### src/rtl/ntt_pointwise_engine.sv
// ntt_pointwise_engine: streams DEPTH words through a pipelined modular multiply.
// Modes: 0=PRODUCT (a*b), 1=SCALE (a*NINV), 2=REVSCALE (a[-i]*NINV), 3=reserved (err).
// Optional feature macro: NTT_PW_CHECKSUM_EN builds a running sum (mod MOD) of written words.
module ntt_pointwise_engine #(
   parameter int              DEPTH  = 1024,
   parameter int              SIZE   = 32,
   parameter longint unsigned MOD    = 998244353,
   parameter longint unsigned NINV   = 997269505,
   parameter int              RD_LAT = 1,
   localparam int             AW     = $clog2(DEPTH)
) (
   input  logic            clk,
   input  logic            rst_n,
   input  logic            start,
   input  logic [1:0]      mode,
   output logic            busy,
   output logic            done,
   output logic            err,
   output logic [AW-1:0]   a_addr,
   output logic            a_re,
   input  logic [SIZE-1:0] a_q,
   output logic [AW-1:0]   b_addr,
   output logic            b_re,
   input  logic [SIZE-1:0] b_q,
   output logic [AW-1:0]   r_addr,
   output logic            r_we,
   output logic [SIZE-1:0] r_d,
   output logic [SIZE-1:0] checksum
);

   typedef enum logic [1:0] {S_IDLE, S_RUN, S_DRAIN, S_DONE} state_t;

   localparam logic [1:0]        M_PRODUCT  = 2'd0;
   localparam logic [1:0]        M_REVSCALE = 2'd2;
   localparam logic [1:0]        M_RSVD     = 2'd3;
   localparam logic [2*SIZE-1:0] MOD_W      = (2*SIZE)'(MOD);
   localparam logic [SIZE-1:0]   NINV_W     = SIZE'(NINV);

   state_t              state_q, state_d;
   logic [AW-1:0]       cnt_q, cnt_d;
   logic [1:0]          mode_q, mode_d;
   logic                err_q, err_d;
   logic [RD_LAT+1:0]   tok_q;
   logic [AW-1:0]       idx_q [RD_LAT+2];
   logic [2*SIZE-1:0]   prod_q;
   logic [SIZE-1:0]     red_q;

   logic                issue;
   logic                accept;
   logic [AW-1:0]       rev_addr;
   logic [SIZE-1:0]     mult_b;
   logic [2*SIZE-1:0]   prod_d;

   assign issue    = (state_q == S_RUN);
   assign accept   = (state_q == S_IDLE) && start;
   assign rev_addr = AW'(0) - cnt_q;

   // State, index counter, latched mode and error flag
   always_ff @(posedge clk or negedge rst_n) begin
      if (!rst_n) begin
         state_q <= S_IDLE;
         cnt_q   <= '0;
         mode_q  <= '0;
         err_q   <= 1'b0;
      end else begin
         state_q <= state_d;
         cnt_q   <= cnt_d;
         mode_q  <= mode_d;
         err_q   <= err_d;
      end
   end

   // Next-state logic; the drain ends once only the write stage may still hold a token
   always_comb begin
      state_d = state_q;
      cnt_d   = cnt_q;
      mode_d  = mode_q;
      err_d   = err_q;
      case (state_q)
         S_IDLE: begin
            if (start) begin
               mode_d  = mode;
               err_d   = (mode == M_RSVD);
               cnt_d   = '0;
               state_d = (mode == M_RSVD) ? S_DONE : S_RUN;
            end
         end
         S_RUN: begin
            cnt_d = cnt_q + 1'b1;
            if (cnt_q == AW'(DEPTH - 1)) state_d = S_DRAIN;
         end
         S_DRAIN: begin
            if (tok_q[RD_LAT:0] == '0) state_d = S_DONE;
         end
         S_DONE:  state_d = S_IDLE;
         default: state_d = S_IDLE;
      endcase
   end

   // Read-port issue: addresses and enables are zero outside RUN
   always_comb begin
      a_re   = issue;
      a_addr = '0;
      b_re   = issue && (mode_q == M_PRODUCT);
      b_addr = '0;
      if (issue) a_addr = (mode_q == M_REVSCALE) ? rev_addr : cnt_q;
      if (b_re)  b_addr = cnt_q;
   end

   assign mult_b = (mode_q == M_PRODUCT) ? b_q : NINV_W;
   assign prod_d = (2*SIZE)'(a_q) * (2*SIZE)'(mult_b);

   // Valid tokens, multiply register and reduce register; idle stages carry zeros
   always_ff @(posedge clk or negedge rst_n) begin
      if (!rst_n) begin
         tok_q  <= '0;
         prod_q <= '0;
         red_q  <= '0;
      end else begin
         tok_q  <= {tok_q[RD_LAT:0], issue};
         prod_q <= tok_q[RD_LAT-1] ? prod_d : '0;
         red_q  <= tok_q[RD_LAT] ? SIZE'(prod_q % MOD_W) : '0;
      end
   end

   // Destination index travels alongside its token
   generate
      for (genvar gi = 0; gi < RD_LAT + 2; gi++) begin : g_idx
         if (gi == 0) begin : g_head
            // Capture the issued index (zero when nothing is issued)
            always_ff @(posedge clk or negedge rst_n) begin
               if (!rst_n) idx_q[0] <= '0;
               else        idx_q[0] <= issue ? cnt_q : '0;
            end
         end else begin : g_tail
            // Shift the index one stage further
            always_ff @(posedge clk or negedge rst_n) begin
               if (!rst_n) idx_q[gi] <= '0;
               else        idx_q[gi] <= idx_q[gi-1];
            end
         end
      end
   endgenerate

   assign r_we   = tok_q[RD_LAT+1];
   assign r_addr = idx_q[RD_LAT+1];
   assign r_d    = red_q;
   assign busy   = (state_q != S_IDLE);
   assign done   = (state_q == S_DONE);
   assign err    = err_q;

`ifdef NTT_PW_CHECKSUM_EN
   localparam logic [SIZE:0] MOD_S = (SIZE+1)'(MOD);
   logic [SIZE-1:0] sum_q;
   logic [SIZE:0]   sum_raw;

   assign sum_raw = {1'b0, sum_q} + {1'b0, red_q};

   // Modular accumulation of every written word; both operands are below MOD
   always_ff @(posedge clk or negedge rst_n) begin
      if (!rst_n)      sum_q <= '0;
      else if (accept) sum_q <= '0;
      else if (r_we)   sum_q <= (sum_raw >= MOD_S) ? SIZE'(sum_raw - MOD_S) : sum_raw[SIZE-1:0];
   end

   assign checksum = sum_q;
`else
   assign checksum = '0;
`endif

endmodule

### config.mk
export PLATFORM = sky130hd
export DESIGN_NAME = ntt_pointwise_engine
export DESIGN_NICKNAME = d
export VERILOG_FILES = /design/src/rtl/ntt_pointwise_engine.sv
export SDC_FILE = /design/constraint.sdc
export NUM_CORES = 2
export LEC_CHECK = 0
export ABC_CLOCK_PERIOD_IN_PS = 70500
export CAP_MARGIN = 20
export CORE_AREA = 3 3 444 446
export CTS_CLUSTER_DIAMETER = 120
export DETAILED_ROUTE_END_ITERATION = 16
export DIE_AREA = 0 0 447 449
export GPL_ROUTABILITY_DRIVEN = 0
export HOLD_SLACK_MARGIN = 0.06
export MAX_ROUTING_LAYER = met4
export SETUP_SLACK_MARGIN = 0.5
export SLEW_MARGIN = 30
export SYNTH_ARGS = -nofsm -noshare
export SYNTH_HDL_FRONTEND = slang
export SYNTH_SLANG_ARGS = --single-unit
### constraint.sdc
create_clock -name clk -period 70.5 [get_ports clk]
set_input_delay 21.15 -clock clk [delete_from_list [all_inputs] [get_ports clk]]
set_output_delay 21.15 -clock clk [all_outputs]
set_load 0.02 [all_outputs]
# [Word-level counts from Yosys, hierarchy flattened]
# Cells that the tools add are included.
[word_totals] regBits=144 input_bits=69 output_inout_bits=100
[classes] add_sub_neg=2 multipliers=1 div=1 n_eq_ne=9 muxes=14 n_reduce_logical=9
[op_table] operator="$mod A64 B30 Y64 const B" n=1
[op_table] operator="$mul A32 B32 Y64" n=1
[op_table] operator="$mux W32" n=2
[op_table] operator="$mux W64" n=1
[op_table] operator="$mux W10" n=5
[op_table] operator="$pmux W10 S2" n=1
[op_table] operator="$add A10 B1 Y10 const B" n=1
[op_table] operator="$eq A10 B10 Y1 const B" n=1
[op_table] operator="$sub A1 B10 Y10 const A" n=1
[op_table] operator="$eq A2 B2 Y1 const B" n=4
[op_table] operator="$mux W2" n=4
[op_table] operator="$pmux W2 S4" n=1
[op_table] operator="$logic_not A2 Y1" n=3
[op_table] operator="$ne A2 B2 Y1 const B" n=2
[op_table] operator="$reduce_and A2 Y1" n=2
[op_table] operator="$reduce_bool A2 Y1" n=2
[op_table] operator="$reduce_and A3 Y1" n=1
[op_table] operator="$eq A2 B1 Y1 const B" n=1
[op_table] operator="$ne A2 B1 Y1 const B" n=1
[op_table] operator="$logic_and A1 B1 Y1" n=1

# [Depth between registers and ports, before layout]
[depth] word_depth=4 depth_mapped=222

# [Worst setup path after synthesis]
# OpenSTA, ideal clock, no wires.
[synth_path] path_kind="register to register" start="reg prod_q[34]" end="reg red_q[28], in the netlist r_d[28]" arrival_time_ps=50727 required_time_ps=70381 slack_ps=19655 path_stages_with_launch=184 cell_sequence="dfrtp_1 -> buf_4 -> or4_1 -> or3_1 -> a2111oi_2 -> xnor2_1 -> o31a_1 -> buf_4 -> or4_1 -> a21oi_2 -> a311oi_1 -> and4b_1 -> buf_6 -> and3_1 -> buf_2 -> a211oi_2 -> o211ai_2 -> or4_1 -> [... 148 more ...] -> nor2_1 -> nand3_1 -> or3_1 -> buf_4 -> o31a_1 -> a2111oi_2 -> buf_6 -> buf_8 -> buf_6 -> xnor2_1 -> ha_1 -> o211ai_1 -> nor4_1 -> nand4b_1 -> a2111o_1 -> buf_4 -> and3_1 -> o21a_1"
[synth_between] elab_chain_len=2
[synth_lines] item="from (decl)" line_no="45" text="logic [2*SIZE-1:0] prod_q;"
[synth_lines] item="from (signal assigned)" line_no="121" text="prod_q <= tok_q[RD_LAT-1] ? prod_d : '0;"
[synth_lines] item="$mod A64 B30 Y64" line_no="122" text="red_q <= tok_q[RD_LAT] ? SIZE'(prod_q % MOD_W) : '0;"
[synth_lines] item="$mux W32" line_no="122"
[synth_lines] item="to (signal assigned)" line_no="122"
[synth_lines] item="to (decl)" line_no="46" text="logic [SIZE-1:0] red_q;"
# Every way passes these cells.
# A chain may end at the register's enable or synchronous reset.

# [Worst setup path after layout]
[layout_path] start="reg prod_q[36]" end="reg red_q[30], in the netlist r_d[30]"
# The elaborated chain is that of the path after synthesis.

==> impl_results.md <==
- Outcome: completed
- Most common cell on crit path: xnor2_1
- CP Capture Type: flip-flop
- Sequential cell area: 3600 um^2
- CP peak stage delay: around 780 ps
- Async set-reset flop share out of synthesis: 100%
- Sequential element share of the synthesized area: under 10%
- Worst setup path start: prod_q[36]$_DFF_PN0_
- Area Overhead vs Synth: 3.68%
- R2R Path Start: prod_q[36]$_DFF_PN0_
- Hold depth: 0
- Clock period minus worst slack: 66070 ps
- Post-Synthesis Cells: 11400
- FF-to-FF path depth: about 160
- Total Wirelength: 327 mm
- Initial DRC Count: 10500
- Arrival @ worst endpoint: 66500 ps
- R2R setup slack: 4430 ps
- Mean area per synthesized cell: 7.61 um^2
- Post-route setup TNS: 0 ps
- Initial Util: 45.0%
- Total gr overflow: 0
- Post-synth EDFFs: 0
- CTS Hold Bufs: 0
- First-pass GRT wire length: 505 mm
- Register bit total from synthesis: between 100 and 150
- Nets: 12400
- Pins Over Slew Limit: 0
- End of the worst register-to-register path: r_d[30]$_DFF_PN0_
- Slew @ Worst Pin: approximately 1100 ps
- Via count: about 90000
- Unrepaired setup endpoints after global routing: false
- Setup CP Type: flip-flop to flip-flop
- Layout cells sized above 1: about 7.7%
- Final setup vio count: 0
- Top Ports: 169
- Synth Flop Type: dfrtp_1
- Htree depth: 4
- # port buffers: 136
- Avg WL per Cell: 23.9 um
- Min-delay worst type: flip-flop to flip-flop
- Area occupied by multi-input gates: roughly 76000 um^2
- Vias in the first global route: slightly below 90000
- Upper clock frequency limit: 0.0151 GHz
- Max Root-Sink Buffers: 2
- CTS buffer count: 17
- Die ar.: 201000 um^2
- Slowest stage cell, crit path: nor4_1
- Clk sinks: around 140
- Die height: 449 um
- Clock Tree Root: clkbuf_16
- DRC: 0
- Initial antenna violation count: 15
- HPWL Detailed: 256 mm
- GRT Total Usage: between 30% and 40%
- DRT Pass-1 Iters: 9
- Fin. Hold Viols: 0
- DRT antenna net count: 0
- Die width: ~450 um
- Core area: 193000 um^2
- Skew final: a little under 30 ps
- Mapped Area: 86800 um^2
- Relative slew margins: 28.6%
- Crit path capture: r_d[30]$_DFF_PN0_
- Yosys cell types: 200
- Worst skew pair latency: 560 ps
- Num rows: 161
- Layout filler cell count: between 15000 and 20000
- Critical path startpoint category: flip-flop
- Crit share post-route: approximately 94%
- Largest net degree at the start of global routing: 126
- Yosys warnings: 0
- WP data required: 70930 ps
- CP max FO: 56
- Fin Hold WS: approximately 340 ps
- Via-to-Cell Ratio: roughly 6.6
- Clock slew at reported path FFs: 80 ps
- CTS tree: built
- Max-cap violations: 0
## logic make-up (layout without fill, tap and decap cells)
group,Yosys count,after routing,share of synthesized area (%)
AO/OA/AOI/OAI,2420,2420,21.2
XOR/XNOR,922,922,9.50
adder cells (fa/ha/maj),1197,1197,24.9
buffers and inverters,1741,1457,9.08
flip-flops,144,144,4.15
multiplexers,96,96,1.19
other,1,40,0.00432
AND/OR/NAND/NOR,4884,4885,30.0
## synthesized netlist by cell type (all sizes together) (33+ instances only)
master | instances | share of area [%]
a221oi | 35 | 0.40
mux2 | 38 | 0.50
o21a | 88 | 0.78
ha | 273 | 3.9
xnor2 | 615 | 6.3
dfrtp | 144 | 4.2
clkbuf | 318 | 1.4
buf | 267 | 2.6
a211o | 40 | 0.41
fa | 896 | 21
nor3 | 436 | 2.7
nand2b | 101 | 0.73
a311oi | 46 | 0.51
nor3b | 51 | 0.47
nand2 | 1522 | 6.6
a2111oi | 113 | 1.5
nor2 | 747 | 3.4
or4 | 112 | 1.0
nand4b | 33 | 0.35
or3 | 154 | 1.1
o21ai | 376 | 2.3
or2 | 120 | 0.86
o31ai | 110 | 1.1
o21bai | 45 | 0.41
nor4 | 203 | 1.8
nand3 | 345 | 2.0
a211oi | 153 | 1.4
a21o | 119 | 1.0
and3 | 279 | 2.0
and2 | 278 | 2.0
mux2i | 57 | 0.67
o22ai | 44 | 0.32
a31oi | 97 | 0.74
nand3b | 43 | 0.38
xor2 | 305 | 3.1
a21oi | 472 | 2.9
o2111ai | 65 | 0.70
nand4 | 163 | 1.2
and4 | 62 | 0.64
a21boi | 44 | 0.42
inv | 1147 | 5.0
nor4b | 62 | 0.79
o211ai | 101 | 0.93
o31a | 45 | 0.46
nor2b | 41 | 0.30
## how the worst min path moves through the flow
stage / startpoint / endpoint / slack, ps
floorplan: idx_q[20]$_DFF_PN0_ / idx_q[10]$_DFF_PN0_ / 330
global placement: idx_q[21]$_DFF_PN0_ / idx_q[11]$_DFF_PN0_ / 330
detailed placement: idx_q[21]$_DFF_PN0_ / idx_q[11]$_DFF_PN0_ / 330
CTS: idx_q[28]$_DFF_PN0_ / idx_q[18]$_DFF_PN0_ / 320
global route: idx_q[28]$_DFF_PN0_ / idx_q[18]$_DFF_PN0_ / 340
finish: idx_q[28]$_DFF_PN0_ / idx_q[18]$_DFF_PN0_ / 340
## cell type report
class / count / share of cell area, %
antenna: 8 / 0.0222
clock buffer: 19 / 0.503
clock inverter: 13 / 0.154
inverter: 1150 / 4.80
multi-input combinational: 9552 / 84.3
sequential: 144 / 4.01
tap: 2526 / 3.51
timing repair buffer: 275 / 2.73
## stage by stage
stage | setup slack, ps | utilization [%] | cells | cell area (um^2)
finish | 4430 | 46.6 | 13700 | 90000
global route | 432 | 46.6 | 13700 | 90000
CTS | 2470 | 46.4 | 13700 | 89600
detailed placement | 2770 | 46.1 | 13600 | 89000
global placement | 4090 | 46.1 | 13600 | 88900
floorplan | 19650 | - | 11400 | 86900
## worst max-delay path, delay by kind of cell (launching register included)
family | cells | cell delay [ps]
XOR/XNOR | 16 | 5900
buffers and inverters | 6 | 1800
adder cells (fa/ha/maj) | 1 | 180
AND/OR/NAND/NOR | 80 | 33620
flip-flops | 1 | 570
AO/OA/AOI/OAI | 60 | 23660
## registers in the layout (all words and copies together), names as in the netlist
| register | cells |
|---|---|
| prod_q | 64 |
| r_addr | 10 |
| r_d | 32 |
| cnt_q | 10 |
| mode_q | 2 |
| state_q | 2 |
| idx_q | 20 |
| tok_q | 3 |
| err | 1 |
## per-layer routing
| metal | up-vias | global-route usage (%) | part of all wire [%] |
|---|---|---|---|
| met5 | - | - | 0 |
| met3 | 1146 | 5.46 | 9.4 |
| met1 | 43900 | 40.4 | 39 |
| li1 | 39700 | - | - |
| met4 | 0 | 15.6 | 5.9 |
| met2 | 5386 | 50.9 | 46 |
## layout by cell type, fill, tap and decap left out, types with 99 or more instances in the layout
cell,synthesis,final
buf_4,134,131
dfrtp_1,144,143
clkdlybuf4s50_1,0,135
nand3_1,335,335
and2_1,265,260
nor2_1,715,714
nor3_1,408,403
a21oi_1,440,437
nor4_1,170,166
nand2b_1,99,99
and3_1,268,268
nand4_1,156,156
o21ai_1,105,104
xor2_1,300,294
a21o_1,116,116
o21ai_0,246,245
a211oi_1,132,132
nand2_1,1505,1504
or3_1,147,147
fa_1,896,896
ha_1,273,273
inv_1,1141,1141
xnor2_1,604,594
## what timing repair did
| item | in CTS | in global routing |
|---|---|---|
| hold endpoints to repair | 0 | 0 |
| setup endpoints to repair | 0 | 32 |
| setup buffers | 0 | 7 |
| gates resized for setup | 0 | 26 |
Power is not shown: default switching activity piles up to over one toggle a cycle in this logic, so the estimate is an artifact.
